## src/rtl/tmds_pkg.sv

```systemverilog
// Shared definitions for the TMDS video output path: control codes, 640x480@60 timing
// defaults and the sequencer state type.
package tmds_pkg;

    // 10-bit TMDS control symbols, indexed by {C1, C0}
    localparam logic [9:0] TmdsCtrl00 = 10'b1101010100;
    localparam logic [9:0] TmdsCtrl01 = 10'b0010101011;
    localparam logic [9:0] TmdsCtrl10 = 10'b0101010100;
    localparam logic [9:0] TmdsCtrl11 = 10'b1010101011;

    localparam int unsigned DefHActive = 640;
    localparam int unsigned DefHFp     = 16;
    localparam int unsigned DefHSync   = 96;
    localparam int unsigned DefHBp     = 48;
    localparam int unsigned DefVActive = 480;
    localparam int unsigned DefVFp     = 10;
    localparam int unsigned DefVSync   = 2;
    localparam int unsigned DefVBp     = 33;
    localparam int unsigned DefCw      = 12;

    typedef enum logic [1:0] {
        StIdle,
        StRun,
        StDrain
    } seq_state_e;

endpackage

```

## src/rtl/video_raster_counter.sv

```systemverilog
// Horizontal/vertical raster position with region decode. Sync flags are logical
// (1 = asserted); polarity is applied by the caller.
module video_raster_counter #(
    parameter int unsigned H_ACTIVE = 640,
    parameter int unsigned H_FP     = 16,
    parameter int unsigned H_SYNC   = 96,
    parameter int unsigned H_BP     = 48,
    parameter int unsigned V_ACTIVE = 480,
    parameter int unsigned V_FP     = 10,
    parameter int unsigned V_SYNC   = 2,
    parameter int unsigned V_BP     = 33,
    parameter int unsigned CW       = 12
) (
    input  logic          clk,
    input  logic          rst,
    input  logic          advance_i,
    output logic [CW-1:0] hcnt_o,
    output logic [CW-1:0] vcnt_o,
    output logic          active_o,
    output logic          hsync_o,
    output logic          vsync_o,
    output logic          last_o
);

    localparam int unsigned HTotal = H_ACTIVE + H_FP + H_SYNC + H_BP;
    localparam int unsigned VTotal = V_ACTIVE + V_FP + V_SYNC + V_BP;

    localparam logic [CW-1:0] HLast     = CW'(HTotal - 1);
    localparam logic [CW-1:0] VLast     = CW'(VTotal - 1);
    localparam logic [CW-1:0] HActEnd   = CW'(H_ACTIVE);
    localparam logic [CW-1:0] VActEnd   = CW'(V_ACTIVE);
    localparam logic [CW-1:0] HSyncBeg  = CW'(H_ACTIVE + H_FP);
    localparam logic [CW-1:0] HSyncEnd  = CW'(H_ACTIVE + H_FP + H_SYNC);
    localparam logic [CW-1:0] VSyncBeg  = CW'(V_ACTIVE + V_FP);
    localparam logic [CW-1:0] VSyncEnd  = CW'(V_ACTIVE + V_FP + V_SYNC);

    logic [CW-1:0] hcnt_q, hcnt_d;
    logic [CW-1:0] vcnt_q, vcnt_d;

    always_ff @(posedge clk or posedge rst) begin
        if (rst) begin
            hcnt_q <= '0;
            vcnt_q <= '0;
        end else begin
            hcnt_q <= hcnt_d;
            vcnt_q <= vcnt_d;
        end
    end

    always_comb begin
        hcnt_d = hcnt_q;
        vcnt_d = vcnt_q;
        if (advance_i) begin
            if (hcnt_q == HLast) begin
                hcnt_d = '0;
                vcnt_d = (vcnt_q == VLast) ? '0 : vcnt_q + 1'b1;
            end else begin
                hcnt_d = hcnt_q + 1'b1;
            end
        end
    end

    always_comb begin
        hcnt_o   = hcnt_q;
        vcnt_o   = vcnt_q;
        active_o = (hcnt_q < HActEnd) && (vcnt_q < VActEnd);
        hsync_o  = (hcnt_q >= HSyncBeg) && (hcnt_q < HSyncEnd);
        vsync_o  = (vcnt_q >= VSyncBeg) && (vcnt_q < VSyncEnd);
        last_o   = (hcnt_q == HLast) && (vcnt_q == VLast);
    end

endmodule

```

## src/rtl/tmds_video_sequencer.sv

```systemverilog
// Video timing sequencer feeding the red/green/blue TMDS encoders. Pulls pixels over
// valid/ready and starts/stops only on frame boundaries.
module tmds_video_sequencer
    import tmds_pkg::*;
#(
    parameter int unsigned H_ACTIVE  = DefHActive,
    parameter int unsigned H_FP      = DefHFp,
    parameter int unsigned H_SYNC    = DefHSync,
    parameter int unsigned H_BP      = DefHBp,
    parameter int unsigned V_ACTIVE  = DefVActive,
    parameter int unsigned V_FP      = DefVFp,
    parameter int unsigned V_SYNC    = DefVSync,
    parameter int unsigned V_BP      = DefVBp,
    parameter bit          HSYNC_POL = 1'b0,
    parameter bit          VSYNC_POL = 1'b0,
    parameter int unsigned CW        = DefCw
) (
    input  logic        clk,
    input  logic        rst,
    input  logic        enable,
    input  logic        pix_valid,
    input  logic [23:0] pix_data,
    output logic        pix_ready,
    output logic [7:0]  red_vd,
    output logic [7:0]  green_vd,
    output logic [7:0]  blue_vd,
    output logic [1:0]  red_cd,
    output logic [1:0]  green_cd,
    output logic [1:0]  blue_cd,
    output logic        vde,
    output logic        frame_start,
    output logic        underflow,
    input  logic        underflow_clr,
    output logic        busy
);

    seq_state_e    state_q, state_d;
    logic [CW-1:0] hcnt, vcnt;
    logic          active, hsync, vsync, last_pos, running;

    logic [23:0] vd_q, vd_d;
    logic        vde_q, vde_d;
    logic [1:0]  blue_cd_q, blue_cd_d;
    logic        frame_start_q, frame_start_d;
    logic        underflow_q, underflow_d;

    video_raster_counter #(
        .H_ACTIVE (H_ACTIVE),
        .H_FP     (H_FP),
        .H_SYNC   (H_SYNC),
        .H_BP     (H_BP),
        .V_ACTIVE (V_ACTIVE),
        .V_FP     (V_FP),
        .V_SYNC   (V_SYNC),
        .V_BP     (V_BP),
        .CW       (CW)
    ) u_raster (
        .clk       (clk),
        .rst       (rst),
        .advance_i (running),
        .hcnt_o    (hcnt),
        .vcnt_o    (vcnt),
        .active_o  (active),
        .hsync_o   (hsync),
        .vsync_o   (vsync),
        .last_o    (last_pos)
    );

    always_ff @(posedge clk or posedge rst) begin
        if (rst) begin
            state_q <= StIdle;
        end else begin
            state_q <= state_d;
        end
    end

    // A drop of enable in RUN always drains to the end of the frame in progress.
    always_comb begin
        state_d = state_q;
        unique case (state_q)
            StIdle:  if (enable) state_d = StRun;
            StRun:   if (!enable) state_d = StDrain;
            StDrain: if (last_pos) state_d = enable ? StRun : StIdle;
            default: state_d = StIdle;
        endcase
    end

    always_comb begin
        running       = (state_q != StIdle);
        pix_ready     = running && active;
        busy          = running;
        vde_d         = running && active;
        vd_d          = (vde_d && pix_valid) ? pix_data : '0;
        blue_cd_d     = {(running && vsync) ? VSYNC_POL : ~VSYNC_POL,
                         (running && hsync) ? HSYNC_POL : ~HSYNC_POL};
        frame_start_d = running && (hcnt == '0) && (vcnt == '0);
        // A new underflow outranks a same-cycle clear.
        underflow_d   = (underflow_q && !underflow_clr) || (vde_d && !pix_valid);
    end

    always_ff @(posedge clk or posedge rst) begin
        if (rst) begin
            vd_q          <= '0;
            vde_q         <= 1'b0;
            blue_cd_q     <= {~VSYNC_POL, ~HSYNC_POL};
            frame_start_q <= 1'b0;
            underflow_q   <= 1'b0;
        end else begin
            vd_q          <= vd_d;
            vde_q         <= vde_d;
            blue_cd_q     <= blue_cd_d;
            frame_start_q <= frame_start_d;
            underflow_q   <= underflow_d;
        end
    end

    assign red_vd      = vd_q[23:16];
    assign green_vd    = vd_q[15:8];
    assign blue_vd     = vd_q[7:0];
    assign red_cd      = 2'b00;
    assign green_cd    = 2'b00;
    assign blue_cd     = blue_cd_q;
    assign vde         = vde_q;
    assign frame_start = frame_start_q;
    assign underflow   = underflow_q;

endmodule
```

## config.mk

```make
export PLATFORM = sky130hd
export DESIGN_NAME = tmds_video_sequencer
export DESIGN_NICKNAME = d
export VERILOG_FILES = /design/src/rtl/tmds_pkg.sv /design/src/rtl/video_raster_counter.sv /design/src/rtl/tmds_video_sequencer.sv
export SDC_FILE = /design/constraint.sdc
export NUM_CORES = 1
export LEC_CHECK = 0
export ABC_AREA = 1
export BUFFER_PORTS_ARGS = -buffer_cell sky130_fd_sc_hd__buf_2
export CORE_MARGIN = 2
export CORE_UTILIZATION = 49
export DETAILED_ROUTE_END_ITERATION = 10
export HOLD_SLACK_MARGIN = 0.05
export PLACE_DENSITY = 0.76
export SLEW_MARGIN = 20
export SYNTH_ARGS = -nofsm -noshare
export SYNTH_HDL_FRONTEND = slang
export SYNTH_SLANG_ARGS = --single-unit
```

## constraint.sdc

```tcl
create_clock -name clk -period 1.4 [get_ports clk]
set_input_delay 0.14 -clock clk [delete_from_list [all_inputs] [get_ports clk]]
set_output_delay 0.14 -clock clk [all_outputs]
set_load 0.005 [all_outputs]
```

After elaboration in Yosys (flattened, before gate mapping)
Cells that the tools add are included.
W data, S select, Z words.
- bits in latches: 0
- output and inout bits: 35
- ROM bits: 0
- word-level logic and storage cells: 54
- RAM bits: 0
- flip-flop bits (word level): 55
- memories kept: 0
- div/mod/pow operators: 0
- mux-type cells: 10
- shift-type cells: 0
- bitwise gates (word level): 0
- $lt $le $gt $ge: 6
- $add $sub $neg: 2
- multiply operators: 0
- reduce and logical (&&, ||, !) cells: 21
- equal/unequal tests: 7
- operator list (operator ; number):
    $add A12 B1 Y12 const B ; 2
    $eq A12 B10 Y1 const B ; 2
    $logic_not A12 Y1 ; 2
    $lt A12 B10 Y1 const B ; 2
    $lt A12 B9 Y1 const B ; 2
    $mux W12 ; 2
    $mux W24 ; 1
    $ge A12 B10 Y1 const B ; 1
    $ge A12 B9 Y1 const B ; 1
    $logic_and A1 B1 Y1 ; 12
    $mux W2 ; 3
    $ne A2 B2 Y1 const B ; 3
    $pmux W2 S3 ; 1
    $mux W1 ; 3
    $reduce_and A3 Y1 ; 1
    $eq A2 B1 Y1 const B ; 1
    $eq A2 B2 Y1 const B ; 1
    $logic_not A1 Y1 ; 2
    $logic_not A2 Y1 ; 1
    $reduce_and A2 Y1 ; 1
    $reduce_bool A2 Y1 ; 1
    $logic_or A1 B1 Y1 ; 1

Logic depth before layout (Yosys ltp)
- word-level depth: 5
- depth in mapped cells: 10
- mapped depth without buffers: 9

Cells and area by module
Synthesis repeated with hierarchy kept, for this count alone.
- cell total of the unflattened synthesis: 353
- area, all modules: 2900.3 um2
- modules (own cells, without submodules) (module ; times used ; area an instance (um2) ; cells each ; seq. area each (um2)):
    video_raster_counter ; 1 ; 1631.6 ; 225 ; 600.6
    tmds_video_sequencer ; 1 ; 1268.7 ; 128 ; 778.2

Worst setup path before layout
Ideal clock, no wire load.
- kind: register to register
- from: reg u_raster.hcnt_q[1] (netlist: u_raster.hcnt_o[1])
- to: reg u_raster.hcnt_q[8] (netlist: u_raster.hcnt_o[8])
- data required time: 1278 ps
- path slack: 38 ps
- cell stages (with the launch flop): 10
- data arrival time: 1240 ps
- cells stage by stage: dfrtp_1 ha_1 nand2_1 nor2_2 nand2_1 nor2_2 nand2_2 buf_6 o21ai_1 nor2_1
- word-level cells in the longest chain between the ends: 2
- elaborated cells on any way between the ends: 3
- classes of those cells: 1 x add/sub; 1 x eq/ne; 1 x mux
- RTL lines (item ; line ; RTL):
    start, declared ; video_raster_counter.sv:37 ; logic [CW-1:0] hcnt_q, hcnt_d;
    start signal, assigned ; video_raster_counter.sv:45 ; hcnt_q <= hcnt_d;
    $add A12 B1 Y12 or $eq A12 B10 Y1 (tied branches) ; video_raster_counter.sv:58, video_raster_counter.sv:54 ;
    $mux W12 (*) ; video_raster_counter.sv:54 ; if (hcnt_q == HLast) begin
Mark *: on every way between the ends. The rest lies on a longest branch, timed or not.
A chain may end at the register's enable or synchronous reset.

Worst setup path after layout
- from: reg u_raster.vcnt_q[11] (netlist: u_raster.vcnt_o[11])
- to: out pix_ready
- word-level cells in the longest chain between the ends: 3
- RTL lines (item ; line ; RTL):
    start, declared ; video_raster_counter.sv:38 ; logic [CW-1:0] vcnt_q, vcnt_d;
    start signal, assigned ; video_raster_counter.sv:46 ; vcnt_q <= vcnt_d;
    $lt A12 B9 Y1 ; video_raster_counter.sv:66 ; active_o = (hcnt_q < HActEnd) && (vcnt_q < VActEnd);
    $logic_and A1 B1 Y1 ; video_raster_counter.sv:66 ;
    $logic_and A1 B1 Y1 ; tmds_video_sequencer.sv:90 ; pix_ready = running && active;
    end, declared ; tmds_video_sequencer.sv:23 ; output logic pix_ready,
No other way between the ends.

==> results.sh <==
export IMPL_seqCellArea_sq_um=1379
export IMPL_cap_violations=0
export IMPL_seq_area_frac_synth=0.4764
export IMPL_hold_depth=3
export IMPL_yosys_area_top_type="dfrtp_1"
export IMPL_viasPerCell=5.006
export IMPL_cp_required_ns=1.26
export IMPL_hp_class="input pin to flip-flop"
export IMPL_fin_ws_ns=-0.2290
export IMPL_finalSetupViolations=43
export IMPL_finalHoldViolCount=0
export IMPL_critPathLaunchType="flip-flop"
export IMPL_die_x_um=80.85
export IMPL_io_pins=64
export IMPL_cellLeakagePower_nw=2.167
export IMPL_drt_pass1_iter_count=5
export IMPL_dp_cells=485
export IMPL_worst_endpoint_arrival_ns=1.49
export IMPL_grt_pass1_wl_um=12190
export IMPL_run_status="finished with violations"
export IMPL_seq_power_share=0.405
export IMPL_clock_path_buffers=2
export IMPL_drc_errors=0
export IMPL_grt_pass1_vias=2651
export IMPL_p_sw_frac=0.3561
export IMPL_period_minus_slack_ns=1.629
export IMPL_pwr_share_comb=0.406
export IMPL_antenna_left=0
export IMPL_nNetsFinal=484
export IMPL_finalCritPeriodShare=1.164
export IMPL_r2r_cells=11
export IMPL_fin_util=0.7334
export IMPL_htree_levels=2
export IMPL_dieArea_sq_um=6537
export IMPL_max_freq_mhz=613.9
export IMPL_coreArea_sq_um=5608
export IMPL_finalNonFillerCells=524
export IMPL_vias=2623
export IMPL_cts_root_buf="clkbuf_8"
export IMPL_num_rows=27
export IMPL_cts_sinks=55
export IMPL_cts_tree="built"
export IMPL_skew_ns=0.01768
export IMPL_ys_types=30
export IMPL_violations="negative setup slack"
export IMPL_yosysWarnings=0
export IMPL_crit_path_max_fanout=2
export IMPL_wl_per_cell_um=14.91
export IMPL_num_fill_cells=379
export IMPL_yosysTopAreaCellShare=0.4583
export IMPL_clockPowerShare=0.189
export IMPL_die_h_um=80.85
export IMPL_antenna_found_initial=0
export IMPL_cts_clk_slew_worst_paths_ns=0.10
export IMPL_dp_hpwl_um=4638
export IMPL_grt_ovfl_total=0
export IMPL_r2r_start="state_q[1]$_DFFE_PP0P_"
export IMPL_finalMaxSlewViolations=0
export IMPL_grt_max_degree=21
export IMPL_synth_area_leaders="dfrtp_1 46%, nor2_4 9.3%, inv_1 7.8%"
export IMPL_start_util=0.5161
export IMPL_startpoint="u_raster.vcnt_o[11]$_DFFE_PP0P_"
export IMPL_critPathKind="flip-flop to output pin"
export IMPL_clk_latency_ns=0.33
export IMPL_synthCells=328
export IMPL_ys_seq_elements=55
export IMPL_syn_cell_area_sq_um=2894
export IMPL_drt_wl_total_um=7811
export IMPL_peakVddDrop_uv=1145
export IMPL_rsz0062_at_grt="yes"
export IMPL_p_per_area_nw_per_um2=1181
export IMPL_p_int_mw=3.127
export IMPL_antenna_cells=0
export IMPL_p_sw_mw=1.729
export IMPL_hold_start="pix_data[10]"
export IMPL_globalRouteTotalUtil=0.2452
export IMPL_dr_first_iter_drc_count=210
export IMPL_avgSynthCellArea_sq_um=8.823
export IMPL_gp_congestion=0.9758
export IMPL_multi_input_area_sq_um=1365
export IMPL_drive_gt1_frac=0.4558
export IMPL_place_port_buffers=59
export IMPL_end_kind="output pin"
export IMPL_synthToLayoutAreaGrowth_pct=42.11
export IMPL_cts_buffers=5
==> registers in the layout (all words and copies together) (netlist names) <==
signal	count
u_raster.hcnt_o	12
blue_cd	2
underflow	1
vd_q	24
state_q	2
frame_start	1
vde	1
u_raster.vcnt_o	12
==> final timing paths <==
check,slack [ns],end
min in group asynchronous,0.38,vd_q[20]$_DFF_PP0_
setup / recovery,-0.23,pix_ready
max in group asynchronous,0.48,blue_cd[1]$_DFF_PP1_
hold reg to reg,0.58,u_raster.hcnt_o[2]$_DFFE_PP0P_
hold / removal,0.06,vd_q[10]$_DFF_PP0_
setup reg to reg,-0.22,vd_q[12]$_DFF_PP0_
==> cells by family after synthesis <==
group,Yosys count,share of synthesized area
compound gates,22,0.04064
fa+ha+maj,4,0.01729
other cells,1,0.001296
flops,55,0.4764
simple gates,162,0.3147
xor+xnor,9,0.02724
buf+inv,75,0.1224
==> timing repair <==
item / CTS / global route
resized for setup: 43 / 27
pin swaps: 17 / 21
hold buffers: 8 / 1
endpoints found under the hold margin: 24 / 1
setup endpoints to repair: 38 / 51
cloned: 3 / 0
setup buffers: 20 / 4
==> per-stage QoR <==
step | total power [mW] | TNS, ns | setup WS (ns) | instance area [sq um] | hold slack (ns)
3_3_place_gp | 3.381 | -0.1280 | -0.03276 | 3487 | 0.1793
4_1_cts | 4.720 | -5.386 | -0.2436 | 4004 | 0.05078
3_5_place_dp | 3.425 | -0.8006 | -0.1146 | 3487 | 0.1848
5_1_grt | 5.136 | -10.22 | -0.3167 | 4113 | 0.05271
6_report | 4.856 | -6.189 | -0.2290 | 4113 | 0.05669
2_1_floorplan | 2.894 | 0 | 0.03787 | 2909 | 0.2134
==> cell type report <==
cell class,count,share of cell area
tap,72,0.02190
sequential,55,0.3353
inverter,65,0.06206
multi-input combinational,202,0.3319
clock buffer,6,0.01765
clock inverter,2,0.004259
timing repair buffer,122,0.2270
==> metal layers <==
layer  global-route usage  up-vias  part of all wire
met5                    0        -                 0
li1                     -     1242                 -
met1               0.2936     1256              0.38
met2               0.4215      112              0.53
met4              0.07458        0             0.014
met3              0.07778       13             0.071
==> power by group through the flow <==
stage / Sequential, mW / Clock (mW) / Combinational (mW)
finish: 1.97 / 0.917 / 1.97
global route: 1.99 / 1.01 / 2.13
CTS: 1.96 / 0.942 / 1.82
detailed placement: 1.99 / 0 / 1.44
global placement: 1.98 / 0 / 1.40
floorplan: 2.00 / 0 / 0.891
==> cells in the final DEF (no fill, tap or decap), drive strengths merged <==
master       synthesis  layout
nor4                 1       1
xor2                 8       8
dlygate4sd3          0       9
clkbuf               0       7
nand3               25      25
clkinvlp             0       1
nand4                8       8
dfrtp               53      53
nor2                57      57
ha                   4       4
buf                 10     112
inv                 64      64
clkinv               1       2
a21oi                1       1
nand3b               1       1
dfstp                2       2
nor3                10      10
conb                 1       4
o21ai               21      21
nand2               60      61
xnor2                1       1
==> worst max-delay path, stage by stage, from the launching register on <==
cell and delay [ns]:
dfrtp_1 0.40, inv_2 0.07, nand2_2 0.08, inv_2 0.07
nand2_2 0.06, nor2_2 0.09, nand2_2 0.07, nor2_4 0.13
buf_6 0.12, buf_6 0.08
==> cell usage after synthesis, drive strengths merged <==
library cell	instances
inv	64
nor3	10
dfrtp	53
nor4	1
o21ai	21
nor2	57
buf	10
nand3b	1
dfstp	2
clkinv	1
xor2	8
a21oi	1
nand4	8
nand2	60
xnor2	1
ha	4
nand3	25
conb	1
(Power assumes the default switching activity.)
